File: src/rtl/pill_pkg.sv
// Shared types for the pill-bottling setpoint entry stage and the bottling controller:
// entry FSM encoding, edit positions, BCD digit type and controller state codes.
package pill_pkg;

    typedef enum logic [1:0] {
        ST_LOCKED = 2'd0,
        ST_EDIT   = 2'd1,
        ST_REQ    = 2'd2
    } pte_state_e;

    typedef logic [3:0] bcd_t;

    localparam logic [2:0] POS_P100 = 3'd0;
    localparam logic [2:0] POS_P10  = 3'd1;
    localparam logic [2:0] POS_P1   = 3'd2;
    localparam logic [2:0] POS_B10  = 3'd3;
    localparam logic [2:0] POS_B1   = 3'd4;

    localparam logic [2:0] CTL_SETTING = 3'd0;
    localparam logic [2:0] CTL_FILLING = 3'd1;
    localparam logic [2:0] CTL_DONE    = 3'd2;
    localparam logic [2:0] CTL_FAULT   = 3'd3;

    localparam int REP_FIRST = 500;
    localparam int REP_NEXT  = 250;

    // Digit wraps 9 -> 0 with no carry out; out-of-range codes also recover to 0.
    function automatic bcd_t bcd_inc(input bcd_t d);
        if (d >= 4'd9) begin
            return 4'd0;
        end else begin
            return d + 4'd1;
        end
    endfunction

    function automatic logic [2:0] pos_next(input logic [2:0] p);
        if (p >= POS_B1) begin
            return POS_P100;
        end else begin
            return p + 3'd1;
        end
    endfunction

endpackage

File: src/rtl/pill_target_entry_if.sv
// Setpoint handshake between the entry stage (slave side) and the bottling controller (master side).
interface pill_target_entry_if;
    logic        edit_en;
    logic        start_ack;
    logic [11:0] target_pills;
    logic [7:0]  target_bottles;
    logic [2:0]  sel_pos;
    logic [4:0]  flicker_mask;
    logic        start_req;
    logic        cfg_err;

    modport slave (
        input  edit_en, start_ack,
        output target_pills, target_bottles, sel_pos, flicker_mask, start_req, cfg_err
    );

    modport master (
        output edit_en, start_ack,
        input  target_pills, target_bottles, sel_pos, flicker_mask, start_req, cfg_err
    );
endinterface

File: src/rtl/pill_target_entry_debounce.sv
// Button debouncer: a level change is accepted after the raw input differs from the
// accepted level for DEBOUNCE_MS consecutive cycles; press pulses on accepted rises.
module btn_debounce #(
    parameter int DEBOUNCE_MS = 20
) (
    input  logic clk_1khz,
    input  logic switch_clr,
    input  logic raw,
    output logic level,
    output logic press
);
    localparam int CW = $clog2(DEBOUNCE_MS + 1);

    logic          raw_r;
    logic [CW-1:0] cnt_r;

    // Sample raw input, count stable disagreement, accept level and emit press.
    always_ff @(posedge clk_1khz) begin
        if (switch_clr) begin
            raw_r <= 1'b0;
            cnt_r <= {CW{1'b0}};
            level <= 1'b0;
            press <= 1'b0;
        end else begin
            raw_r <= raw;
            press <= 1'b0;
            if (raw_r != level) begin
                if (cnt_r == CW'(DEBOUNCE_MS - 1)) begin
                    level <= raw_r;
                    press <= raw_r;
                    cnt_r <= {CW{1'b0}};
                end else begin
                    cnt_r <= cnt_r + CW'(1);
                end
            end else begin
                cnt_r <= {CW{1'b0}};
            end
        end
    end
endmodule

File: src/rtl/pill_target_entry.sv
// Operator setpoint entry: debounced BCD digit editing, validation and req/ack hand-off.
// Optional inc auto-repeat enabled by defining PTE_AUTOREPEAT_EN.
module pill_target_entry
    import pill_pkg::*;
#(
    parameter int          DEBOUNCE_MS = 20,
    parameter logic [11:0] DEF_PILLS   = 12'h010,
    parameter logic [7:0]  DEF_BOTTLES = 8'h05
) (
    input logic clk_1khz,
    input logic switch_clr,
    input logic btn_sel,
    input logic btn_inc,
    input logic btn_start,
    pill_target_entry_if.slave bus
);
    pte_state_e  state_r, next_state_s;
    logic [11:0] pills_r, pills_n_s;
    logic [7:0]  bottles_r, bottles_n_s;
    logic [2:0]  sel_r, sel_n_s;
    logic        err_r, err_n_s;
    logic [4:0]  mask_r, mask_n_s;
    logic        req_r, req_n_s;

    logic lvl_sel, lvl_inc, lvl_start;
    logic prs_sel, prs_inc, prs_start;
    logic inc_src_s, act_s, cfg_ok_s;
    logic start_evt_s, sel_evt_s, inc_evt_s;
    logic unused_ok_s;

    btn_debounce #(.DEBOUNCE_MS(DEBOUNCE_MS)) u_db_sel (
        .clk_1khz(clk_1khz), .switch_clr(switch_clr), .raw(btn_sel), .level(lvl_sel), .press(prs_sel)
    );
    btn_debounce #(.DEBOUNCE_MS(DEBOUNCE_MS)) u_db_inc (
        .clk_1khz(clk_1khz), .switch_clr(switch_clr), .raw(btn_inc), .level(lvl_inc), .press(prs_inc)
    );
    btn_debounce #(.DEBOUNCE_MS(DEBOUNCE_MS)) u_db_start (
        .clk_1khz(clk_1khz), .switch_clr(switch_clr), .raw(btn_start), .level(lvl_start), .press(prs_start)
    );

    assign unused_ok_s = ^{lvl_sel, lvl_start, lvl_inc};

`ifdef PTE_AUTOREPEAT_EN
    logic [9:0] rep_r;
    logic       rep_fire_s;

    assign rep_fire_s = lvl_inc && (rep_r == 10'(REP_FIRST - 1));
    // Hold-time counter for inc; reloads so later repeats come REP_NEXT apart.
    always_ff @(posedge clk_1khz) begin
        if (switch_clr) begin
            rep_r <= 10'd0;
        end else if (!lvl_inc) begin
            rep_r <= 10'd0;
        end else if (rep_fire_s) begin
            rep_r <= 10'(REP_FIRST - REP_NEXT - 1);
        end else begin
            rep_r <= rep_r + 10'd1;
        end
    end
    assign inc_src_s = prs_inc | rep_fire_s;
`else
    assign inc_src_s = prs_inc;
`endif

    assign act_s       = (state_r == ST_EDIT) && bus.edit_en;
    assign cfg_ok_s    = (pills_r != 12'h000) && (bottles_r != 8'h00);
    assign start_evt_s = act_s && prs_start;
    assign sel_evt_s   = act_s && prs_sel && !prs_start;
    assign inc_evt_s   = act_s && inc_src_s && !prs_sel && !prs_start;

    // State and registered handshake/display outputs.
    always_ff @(posedge clk_1khz) begin
        if (switch_clr) begin
            state_r <= ST_LOCKED;
            mask_r  <= 5'b00000;
            req_r   <= 1'b0;
        end else begin
            state_r <= next_state_s;
            mask_r  <= mask_n_s;
            req_r   <= req_n_s;
        end
    end

    // Next-state decode.
    always_comb begin
        next_state_s = state_r;
        case (state_r)
            ST_LOCKED: begin
                if (bus.edit_en) next_state_s = ST_EDIT;
                else             next_state_s = ST_LOCKED;
            end
            ST_EDIT: begin
                if (!bus.edit_en)                 next_state_s = ST_LOCKED;
                else if (start_evt_s && cfg_ok_s) next_state_s = ST_REQ;
                else                              next_state_s = ST_EDIT;
            end
            ST_REQ: begin
                if (bus.start_ack || !bus.edit_en) next_state_s = ST_LOCKED;
                else                               next_state_s = ST_REQ;
            end
            default: next_state_s = ST_LOCKED;
        endcase
    end

    // Output decode from the upcoming state so outputs align with the state register.
    always_comb begin
        mask_n_s = 5'b00000;
        req_n_s  = 1'b0;
        if (next_state_s == ST_EDIT) begin
            mask_n_s = 5'(5'b00001 << sel_n_s);
        end else begin
            mask_n_s = 5'b00000;
        end
        req_n_s = (next_state_s == ST_REQ);
    end

    // Edit datapath: priority start > sel > inc, one digit touched per inc.
    always_comb begin
        pills_n_s   = pills_r;
        bottles_n_s = bottles_r;
        sel_n_s     = sel_r;
        err_n_s     = err_r;
        if ((state_r == ST_LOCKED) && (next_state_s == ST_EDIT)) begin
            sel_n_s = POS_P100;
        end else if (start_evt_s) begin
            err_n_s = !cfg_ok_s;
        end else if (sel_evt_s) begin
            sel_n_s = pos_next(sel_r);
            err_n_s = 1'b0;
        end else if (inc_evt_s) begin
            err_n_s = 1'b0;
            case (sel_r)
                POS_P100: pills_n_s[11:8]  = bcd_inc(pills_r[11:8]);
                POS_P10:  pills_n_s[7:4]   = bcd_inc(pills_r[7:4]);
                POS_P1:   pills_n_s[3:0]   = bcd_inc(pills_r[3:0]);
                POS_B10:  bottles_n_s[7:4] = bcd_inc(bottles_r[7:4]);
                POS_B1:   bottles_n_s[3:0] = bcd_inc(bottles_r[3:0]);
                default:  pills_n_s        = pills_r;
            endcase
        end else begin
            pills_n_s = pills_r;
        end
    end

    // Setpoint, edit position and error flag registers.
    always_ff @(posedge clk_1khz) begin
        if (switch_clr) begin
            pills_r   <= DEF_PILLS;
            bottles_r <= DEF_BOTTLES;
            sel_r     <= POS_P100;
            err_r     <= 1'b0;
        end else begin
            pills_r   <= pills_n_s;
            bottles_r <= bottles_n_s;
            sel_r     <= sel_n_s;
            err_r     <= err_n_s;
        end
    end

    assign bus.target_pills   = pills_r;
    assign bus.target_bottles = bottles_r;
    assign bus.sel_pos        = sel_r;
    assign bus.flicker_mask   = mask_r;
    assign bus.start_req      = req_r;
    assign bus.cfg_err        = err_r;
endmodule

File: src/flat_wrapper.sv
// flat-port wrapper written by rule: the top's interface ports become plain ports
module pill_target_entry_flat import pill_pkg::*;
#(
    parameter int          DEBOUNCE_MS = 20,
    parameter logic [11:0] DEF_PILLS   = 12'h010,
    parameter logic [7:0]  DEF_BOTTLES = 8'h05
)
  (clk_1khz, switch_clr, btn_sel, btn_inc, btn_start, bus_edit_en, bus_start_ack, bus_target_pills, bus_target_bottles, bus_sel_pos, bus_flicker_mask, bus_start_req, bus_cfg_err);
  pill_target_entry_if bus_i ();
  input logic clk_1khz;
  input logic switch_clr;
  input logic btn_sel;
  input logic btn_inc;
  input logic btn_start;
  input wire logic [$bits(bus_i.edit_en)-1:0] bus_edit_en;
  input wire logic [$bits(bus_i.start_ack)-1:0] bus_start_ack;
  output wire logic [$bits(bus_i.target_pills)-1:0] bus_target_pills;
  output wire logic [$bits(bus_i.target_bottles)-1:0] bus_target_bottles;
  output wire logic [$bits(bus_i.sel_pos)-1:0] bus_sel_pos;
  output wire logic [$bits(bus_i.flicker_mask)-1:0] bus_flicker_mask;
  output wire logic [$bits(bus_i.start_req)-1:0] bus_start_req;
  output wire logic [$bits(bus_i.cfg_err)-1:0] bus_cfg_err;
  assign bus_i.edit_en = bus_edit_en;
  assign bus_i.start_ack = bus_start_ack;
  assign bus_target_pills = bus_i.target_pills;
  assign bus_target_bottles = bus_i.target_bottles;
  assign bus_sel_pos = bus_i.sel_pos;
  assign bus_flicker_mask = bus_i.flicker_mask;
  assign bus_start_req = bus_i.start_req;
  assign bus_cfg_err = bus_i.cfg_err;
  pill_target_entry #(.DEBOUNCE_MS(DEBOUNCE_MS), .DEF_PILLS(DEF_PILLS), .DEF_BOTTLES(DEF_BOTTLES)) u_core (.clk_1khz(clk_1khz), .switch_clr(switch_clr), .btn_sel(btn_sel), .btn_inc(btn_inc), .btn_start(btn_start), .bus(bus_i));
endmodule
File: config.mk
export PLATFORM = sky130hd
export DESIGN_NAME = pill_target_entry_flat
export DESIGN_NICKNAME = d
export VERILOG_FILES = /design/src/rtl/pill_pkg.sv /design/src/rtl/pill_target_entry_if.sv /design/src/rtl/pill_target_entry_debounce.sv /design/src/rtl/pill_target_entry.sv /design/src/flat_wrapper.sv
export SDC_FILE = /design/constraint.sdc
export NUM_CORES = 1
export LEC_CHECK = 0
export ABC_AREA = 1
export BUFFER_PORTS_ARGS = -buffer_cell sky130_fd_sc_hd__buf_2
export CORE_MARGIN = 2
export CORE_UTILIZATION = 25
export DETAILED_ROUTE_END_ITERATION = 8
export HOLD_SLACK_MARGIN = 0.12
export PLACE_DENSITY = 0.4
export SLEW_MARGIN = 30
export SYNTH_ARGS = -nofsm -noshare
export SYNTH_HDL_FRONTEND = slang
export SYNTH_HIERARCHICAL = 1
export SYNTH_SLANG_ARGS = --single-unit
export TNS_END_PERCENT = 5
File: constraint.sdc
create_clock -name clk_1khz -period 2 [get_ports clk_1khz]
set_clock_uncertainty 0.15 [all_clocks]
set_input_delay 0.2 -clock clk_1khz [delete_from_list [all_inputs] [get_ports clk_1khz]]
set_output_delay 0.2 -clock clk_1khz [all_outputs]
set_load 0.01 [all_outputs]
# Yosys cells after proc, flatten, opt, wreduce, memory -nomap -nowiden
# Index checks and enable logic that the tools add are counted.
dict set report classes {
  n_mux 17
  order_cmp 6
  n_eq_ne 14
  bitwise_logic 10
  n_reduce_logical 36
  add_sub_neg 9
  shifts 1
}
# cell count
set op_table {}
lappend op_table {{$reduce_and A5 Y1} 5}
lappend op_table {{$add A4 B1 Y4 const B} 5}
lappend op_table {{$ge A4 B4 Y1 const B} 5}
lappend op_table {{$mux W4} 5}
lappend op_table {{$reduce_or A3 Y1} 6}
lappend op_table {{$add A5 B1 Y5 const B} 3}
lappend op_table {{$eq A5 B5 Y1 const B} 3}
lappend op_table {{$mux W3} 4}
lappend op_table {{$reduce_bool A12 Y1} 1}
lappend op_table {{$logic_and A1 B1 Y1} 10}
lappend op_table {{$not A1 Y1} 10}
lappend op_table {{$reduce_and A2 Y1} 4}
lappend op_table {{$reduce_bool A8 Y1} 1}
lappend op_table {{$eq A3 B2 Y1 const B} 2}
lappend op_table {{$mux W2} 3}
lappend op_table {{$pmux W2 S3} 1}
lappend op_table {{$shl A1 B3 Y5 const A} 1}
lappend op_table {{$eq A2 B1 Y1 const B} 2}
lappend op_table {{$eq A2 B2 Y1 const B} 2}
lappend op_table {{$logic_not A1 Y1} 4}
lappend op_table {{$mux W1} 4}
lappend op_table {{$add A3 B1 Y3 const B} 1}
lappend op_table {{$eq A3 B1 Y1 const B} 1}
lappend op_table {{$eq A3 B3 Y1 const B} 1}
lappend op_table {{7 further kinds} 9}
dict set report totals {
  register_bits 56
  output_inout_bits 30
}

# Logic depth before layout (Yosys ltp)
dict set report logic_depth {
  ltp_word 11
  ltp_mapped 10
  ltp_nobuf 10
}

# By module
# The synthesis kept the hierarchy.
# mod area_each_um2 n_inst cells_each
set modules_own_cells {}
lappend modules_own_cells {pill_target_entry 1806.7 1 219}
lappend modules_own_cells {btn_debounce 327.8 3 37}

# Least setup slack after synthesis
# Ideal clock, no wire load.
dict set report synth_path {
  path_type {register to register}
  from {register u_core.sel_r[2], in the netlist u_core/bus.sel_pos[2]}
  to {register u_core.mask_r[2], in the netlist u_core/bus.flicker_mask[2]}
  t_arrival_ns 1.325
  path_stages_with_launch 7
  n_path_buf 0
  setup_ns 0.120
  synth_period_minus_slack_ns 1.595
  path_slack_ns 0.405
  cell_sequence {dfxtp_1 inv_2 ha_1 o21ai_0 o211ai_1 nand2_1 nor2_1}
}
dict set report synth_between {
  elab_chain_cells 6
  elab_cells_between_ends 7
}
# item line_no
set synth_lines {}
lappend synth_lines {{from (decl)} pill_target_entry.sv:20} ;# logic [2:0] sel_r, sel_n_s;
lappend synth_lines {{from (signal assigned)} pill_target_entry.sv:155} ;# sel_r <= sel_n_s;
lappend synth_lines {{$add A3 B1 Y3 or $ge A3 B3 Y1 (tied branches)} {pill_pkg.sv:40, pill_pkg.sv:37}}
lappend synth_lines {{$mux W3} pill_pkg.sv:37} ;# if (p >= POS_B1) begin
lappend synth_lines {{$mux W3} pill_target_entry.sv:127} ;# end else if (sel_evt_s) begin
lappend synth_lines {{$mux W3 (*)} pill_target_entry.sv:125} ;# end else if (start_evt_s) begin
lappend synth_lines {{$mux W3 (*)} pill_target_entry.sv:123} ;# if ((state_r == ST_LOCKED) && (next_state_s == ST_EDIT)) begin
lappend synth_lines {{$shl A1 B3 Y5 (*)} pill_target_entry.sv:110} ;# mask_n_s = 5'(5'b00001 << sel_n_s);
lappend synth_lines {{to (signal assigned)} pill_target_entry.sv:79} ;# mask_r <= mask_n_s;
lappend synth_lines {{to (decl)} pill_target_entry.sv:22} ;# logic [4:0] mask_r, mask_n_s;
# Mark *: on every way between the ends. The rest lies on a longest branch, timed or not.
# A chain may end at the register's enable or synchronous reset.

# Final worst setup path
dict set report layout_path {
  from {register u_core.pills_r[8], in the netlist u_core/bus.target_pills[8]}
  to {register u_core.mask_r[3], in the netlist u_core/bus.flicker_mask[3]}
}
dict set report layout_between {
  elab_chain_cells 10
  elab_cells_between_ends 12
}
# item line_no
set layout_lines {}
lappend layout_lines {{from (decl)} pill_target_entry.sv:18} ;# logic [11:0] pills_r, pills_n_s;
lappend layout_lines {{from (signal assigned)} pill_target_entry.sv:153} ;# pills_r <= pills_n_s;
lappend layout_lines {{$reduce_bool A12 Y1 (*)} pill_target_entry.sv:66} ;# assign cfg_ok_s = (pills_r != 12'h000) && (bottles_r != 8'h00);
lappend layout_lines {{$logic_and A1 B1 Y1 (*)} pill_target_entry.sv:66}
lappend layout_lines {{$logic_and A1 B1 Y1 (*)} pill_target_entry.sv:94} ;# else if (start_evt_s && cfg_ok_s) next_state_s = ST_REQ;
lappend layout_lines {{$mux W2 (*)} pill_target_entry.sv:94}
lappend layout_lines {{$mux W2 (*)} pill_target_entry.sv:93} ;# if (!bus.edit_en) next_state_s = ST_LOCKED;
lappend layout_lines {{$pmux W2 S3 (*)} pill_target_entry.sv:87} ;# case (state_r)
lappend layout_lines {{$eq A2 B1 Y1 (*)} {pill_target_entry.sv:109, pill_target_entry.sv:123}}
lappend layout_lines {{$logic_and A1 B1 Y1} pill_target_entry.sv:123}
lappend layout_lines {{$mux W3} pill_target_entry.sv:123}
lappend layout_lines {{$shl A1 B3 Y5} pill_target_entry.sv:110}
# Marked as above.

==> results_dict.tcl <==
set metrics [dict create \
    p_leak_nw 1.42 \
    gp_congestion 0.798 \
    fmax_mhz 588 \
    drive_gt1_share_pct 21.4 \
    grt_pass1_vias 1942 \
    insertion_delay_ns 0.31 \
    worstPathRequired_ns 2.10 \
    routed_wl_mm 5.39 \
    syn_inst 330 \
    syn_to_final_growth_pct 18.0 \
    syn_avg_cell_area_um2 8.46 \
    viasPerCell 4.14 \
    wl_met1_mm 2.59 \
    die_w_um 110 \
    p_int_mw 1.46 \
    crit_fanout 6 \
    start_kind "flop" \
    overflow 0 \
    power_switching_uw 414 \
    dr.pass1.iters 4 \
    avgRoutedWirePerCell_um 10.4 \
    clock_power_share_pct 36.0 \
    max_slew_margin_pct 69.2 \
    drcViolationCount 0 \
    cts_root_buffer "clkbuf_8" \
    post-dp-hpwl_mm 4.08 \
    die_h_um 110 \
    cts_htree_levels 2 \
    start_util_pct 25.6 \
    yosysMostFrequentCell "dfxtp_1" \
    wl_met2_mm 2.47 \
    routed-wl-met3_um 278 \
    synth_cell_types 33 \
    core-area_mm2 0.0109 \
    yosys-top-cells-area "dfxtp_1 40%, ha_1 12%, inv_1 6.5%" \
    synth.top_cell.area_share_pct 40.2 \
    yosys_warnings 6 \
    nets 411 \
    setup_violations 0 \
    combinationalPowerShare_pct 3.7 \
    yosysTopAreaCell "dfxtp_1" \
    numPortBuffers 36 \
    fin_crit_sh_pct 85.1 \
    antenna_found_initial 0 \
    yosys_register_bits 56 \
    globalRouteTotalUtil_pct 9.46 \
    outcome "finished, final reports clean" \
    cts_made_buffers 5 \
    highest-signal-layer "met4" \
    rsz0062_at_grt "no" \
    place_ws_ns 0.289 \
    cp.arrival_ns 1.80 \
    power_density_mw_per_mm2 569 \
    drt_iter0_drc 77 \
    syn_nets 363 \
    grt_max_degree 21 \
    fin_cells 518 \
    period_needed_ns 1.70 \
    finalHoldViolCount 0 \
    seq_area_frac_synth_pct 40.2 \
    grt_pass1_wl_mm 8.96 \
    fin_ws_ns 0.299 \
    cts.sinks 56 \
    ctsLongestPathBuffers 2 \
    synth.cell_area_mm2 0.00279 \
    cts_tree "done" \
    row_count 38 \
    p_sw_share_pct 22.1 \
    synth_common_cells "56 x dfxtp_1, 48 x inv_1, 48 x nor2_1" \
    dp_cells 507 \
    ant_nets 0 \
    seq_power_share_pct 60.2 \
    critPathKind "reg -> reg" \
    hold_class "in -> reg" \
    io_pins 37 \
    critPathCaptureType "flop" \
    async_reset_ff_share_pct 0 \
    worst_pin_slew_ns 0.462 \
    final_max_slew_viol_count 0 \
    fin_area_mm2 0.00329 \
    die-area_mm2 0.0120 \
    synth_edf_count 0 \
    vias 2142 \
    maxCapViolCount 0 \
    post_dp_cell_area_mm2 0.00316 \
    clkTransAtPathRegs_ns 0.10 \
    power_mw 1.87 \
    diodes 0 \
    post_cts_buffers 0 \
    ir_worst_vdd_v 0.000269 \
    synth_ff_type "dfxtp_1" \
    setup_tns_ns 0 \
]
-- state kept, by name, indices dropped and copies added (netlist names) --
signal                     flops
u_core/u_db_inc/raw_r          1
u_core/u_db_start/raw_r        1
u_core/u_db_sel/level          1
u_core/bus.target_bottles      8
u_core/u_db_start/press        1
u_core/u_db_start/level        1
u_core/bus.flicker_mask        5
u_core/u_db_inc/press          1
u_core/bus.start_req           1
u_core/u_db_inc/cnt_r          5
u_core/u_db_sel/cnt_r          5
u_core/bus.sel_pos             3
u_core/u_db_sel/raw_r          1
u_core/state_r                 2
u_core/bus.target_pills       12
u_core/u_db_sel/press          1
u_core/u_db_start/cnt_r        5
u_core/u_db_inc/level          1
u_core/bus.cfg_err             1
-- cells in the final DEF (no fill, tap or decap) --
cell / synthesis / final
dfxtp_1: 56 / 56
inv_1: 48 / 48
nor2_1: 48 / 48
buf_2: 0 / 36
nand2_1: 36 / 36
ha_1: 26 / 26
nand3_1: 17 / 17
a21oi_1: 16 / 16
xor2_1: 8 / 8
clkbuf_8: 0 / 7
nand4_1: 7 / 7
nor3_1: 7 / 7
o21ai_0: 6 / 6
nor2_2: 6 / 6
inv_2: 5 / 5
o21ai_1: 5 / 5
xnor2_1: 5 / 5
dlygate4sd3_1: 0 / 4
nor3_2: 4 / 4
nand3_4: 3 / 3
a211oi_1: 3 / 3
nand2_2: 3 / 3
nand3b_4: 3 / 3
nor2_4: 2 / 2
o211ai_1: 2 / 2
nand3_2: 2 / 2
o21ai_2: 2 / 2
nor3b_2: 2 / 2
buf_4: 0 / 2
nor2_8: 1 / 1
a31oi_1: 1 / 1
o31ai_1: 1 / 1
nand2_4: 1 / 1
nor4_2: 1 / 1
o21ai_4: 1 / 1
o21a_1: 1 / 1
-- metal layers --
| metal | vias to the layer above | track usage [%] |
|---|---|---|
| li1 | 1148 | - |
| met1 | 946 | 12.1 |
| met2 | 44 | 15.3 |
| met3 | 4 | 2.55 |
| met4 | 0 | 3.25 |
| met5 | - | 0 |
-- worst max-delay path, cell delays in order, from the launching register on --
cell	delay [ns]
dfxtp_1	0.37
inv_1	0.12
ha_1	0.16
nand2_1	0.05
nor2_1	0.07
nand4_1	0.14
nand3_1	0.16
nand3_1	0.13
nor2_1	0.13
nand2_1	0.07
nor2_1	0.10
-- final cells by class --
type	instances	area [um^2]
Tap cell	140	175
Sequential cell	56	1120
Fill cell	1171	7590
Clock buffer	7	96.3
Inverter	53	199
Multi-Input combinational cell	220	1470
Timing Repair Buffer	42	235
-- stage by stage --
step                      utilization [%]  hold WS, ns
after floorplan                         -        0.119
after global placement               29.0        0.258
after detailed placement             29.0        0.260
after CTS                            30.2        0.160
after global routing                 30.2        0.207
final                                30.2        0.167
-- cells by family (layout without fill, tap and decap cells) --
logic type                 after synthesis  count (layout)  share of synthesized area, %
AOI/OAI and AO/OA                       38              38                          8.16
xor gates and xnor gates                13              13                          4.08
adders and majority gates               26              26                          11.7
buffers and inverters                   54             102                          7.26
DFF                                     56              56                          40.2
and+or+nand+nor                        143             143                          28.7
-- power groups by stage --
stage / Clock (mW) / Sequential (mW) / Combinational [mW]
final: 0.675 / 1.13 / 0.0696
after global routing: 0.761 / 1.13 / 0.0782
after CTS: 0.716 / 1.13 / 0.0709
after detailed placement: 0 / 1.16 / 0.0652
after global placement: 0 / 1.16 / 0.0649
after floorplan: 0 / 1.15 / 0.0407
-- repair_timing --
action,in CTS,in global routing
hold buffers,4,0
gates resized for setup,0,0
setup endpoints to repair,0,0
hold endpoints to repair,5,0
-- worst paths after layout --
kind                         startpoint                    endpoint  slack [ns]  cells after the start
min                         bus_edit_en           u_core/state_r[1]        0.17                      5
max          u_core/bus.target_pills[8]  u_core/bus.flicker_mask[3]        0.30                     10
min reg2reg    u_core/u_db_inc/cnt_r[0]    u_core/u_db_inc/cnt_r[0]        0.30                      1
max reg2reg  u_core/bus.target_pills[8]  u_core/bus.flicker_mask[3]        0.30                     10
No activity file was read; power rests on OpenSTA's default activity.
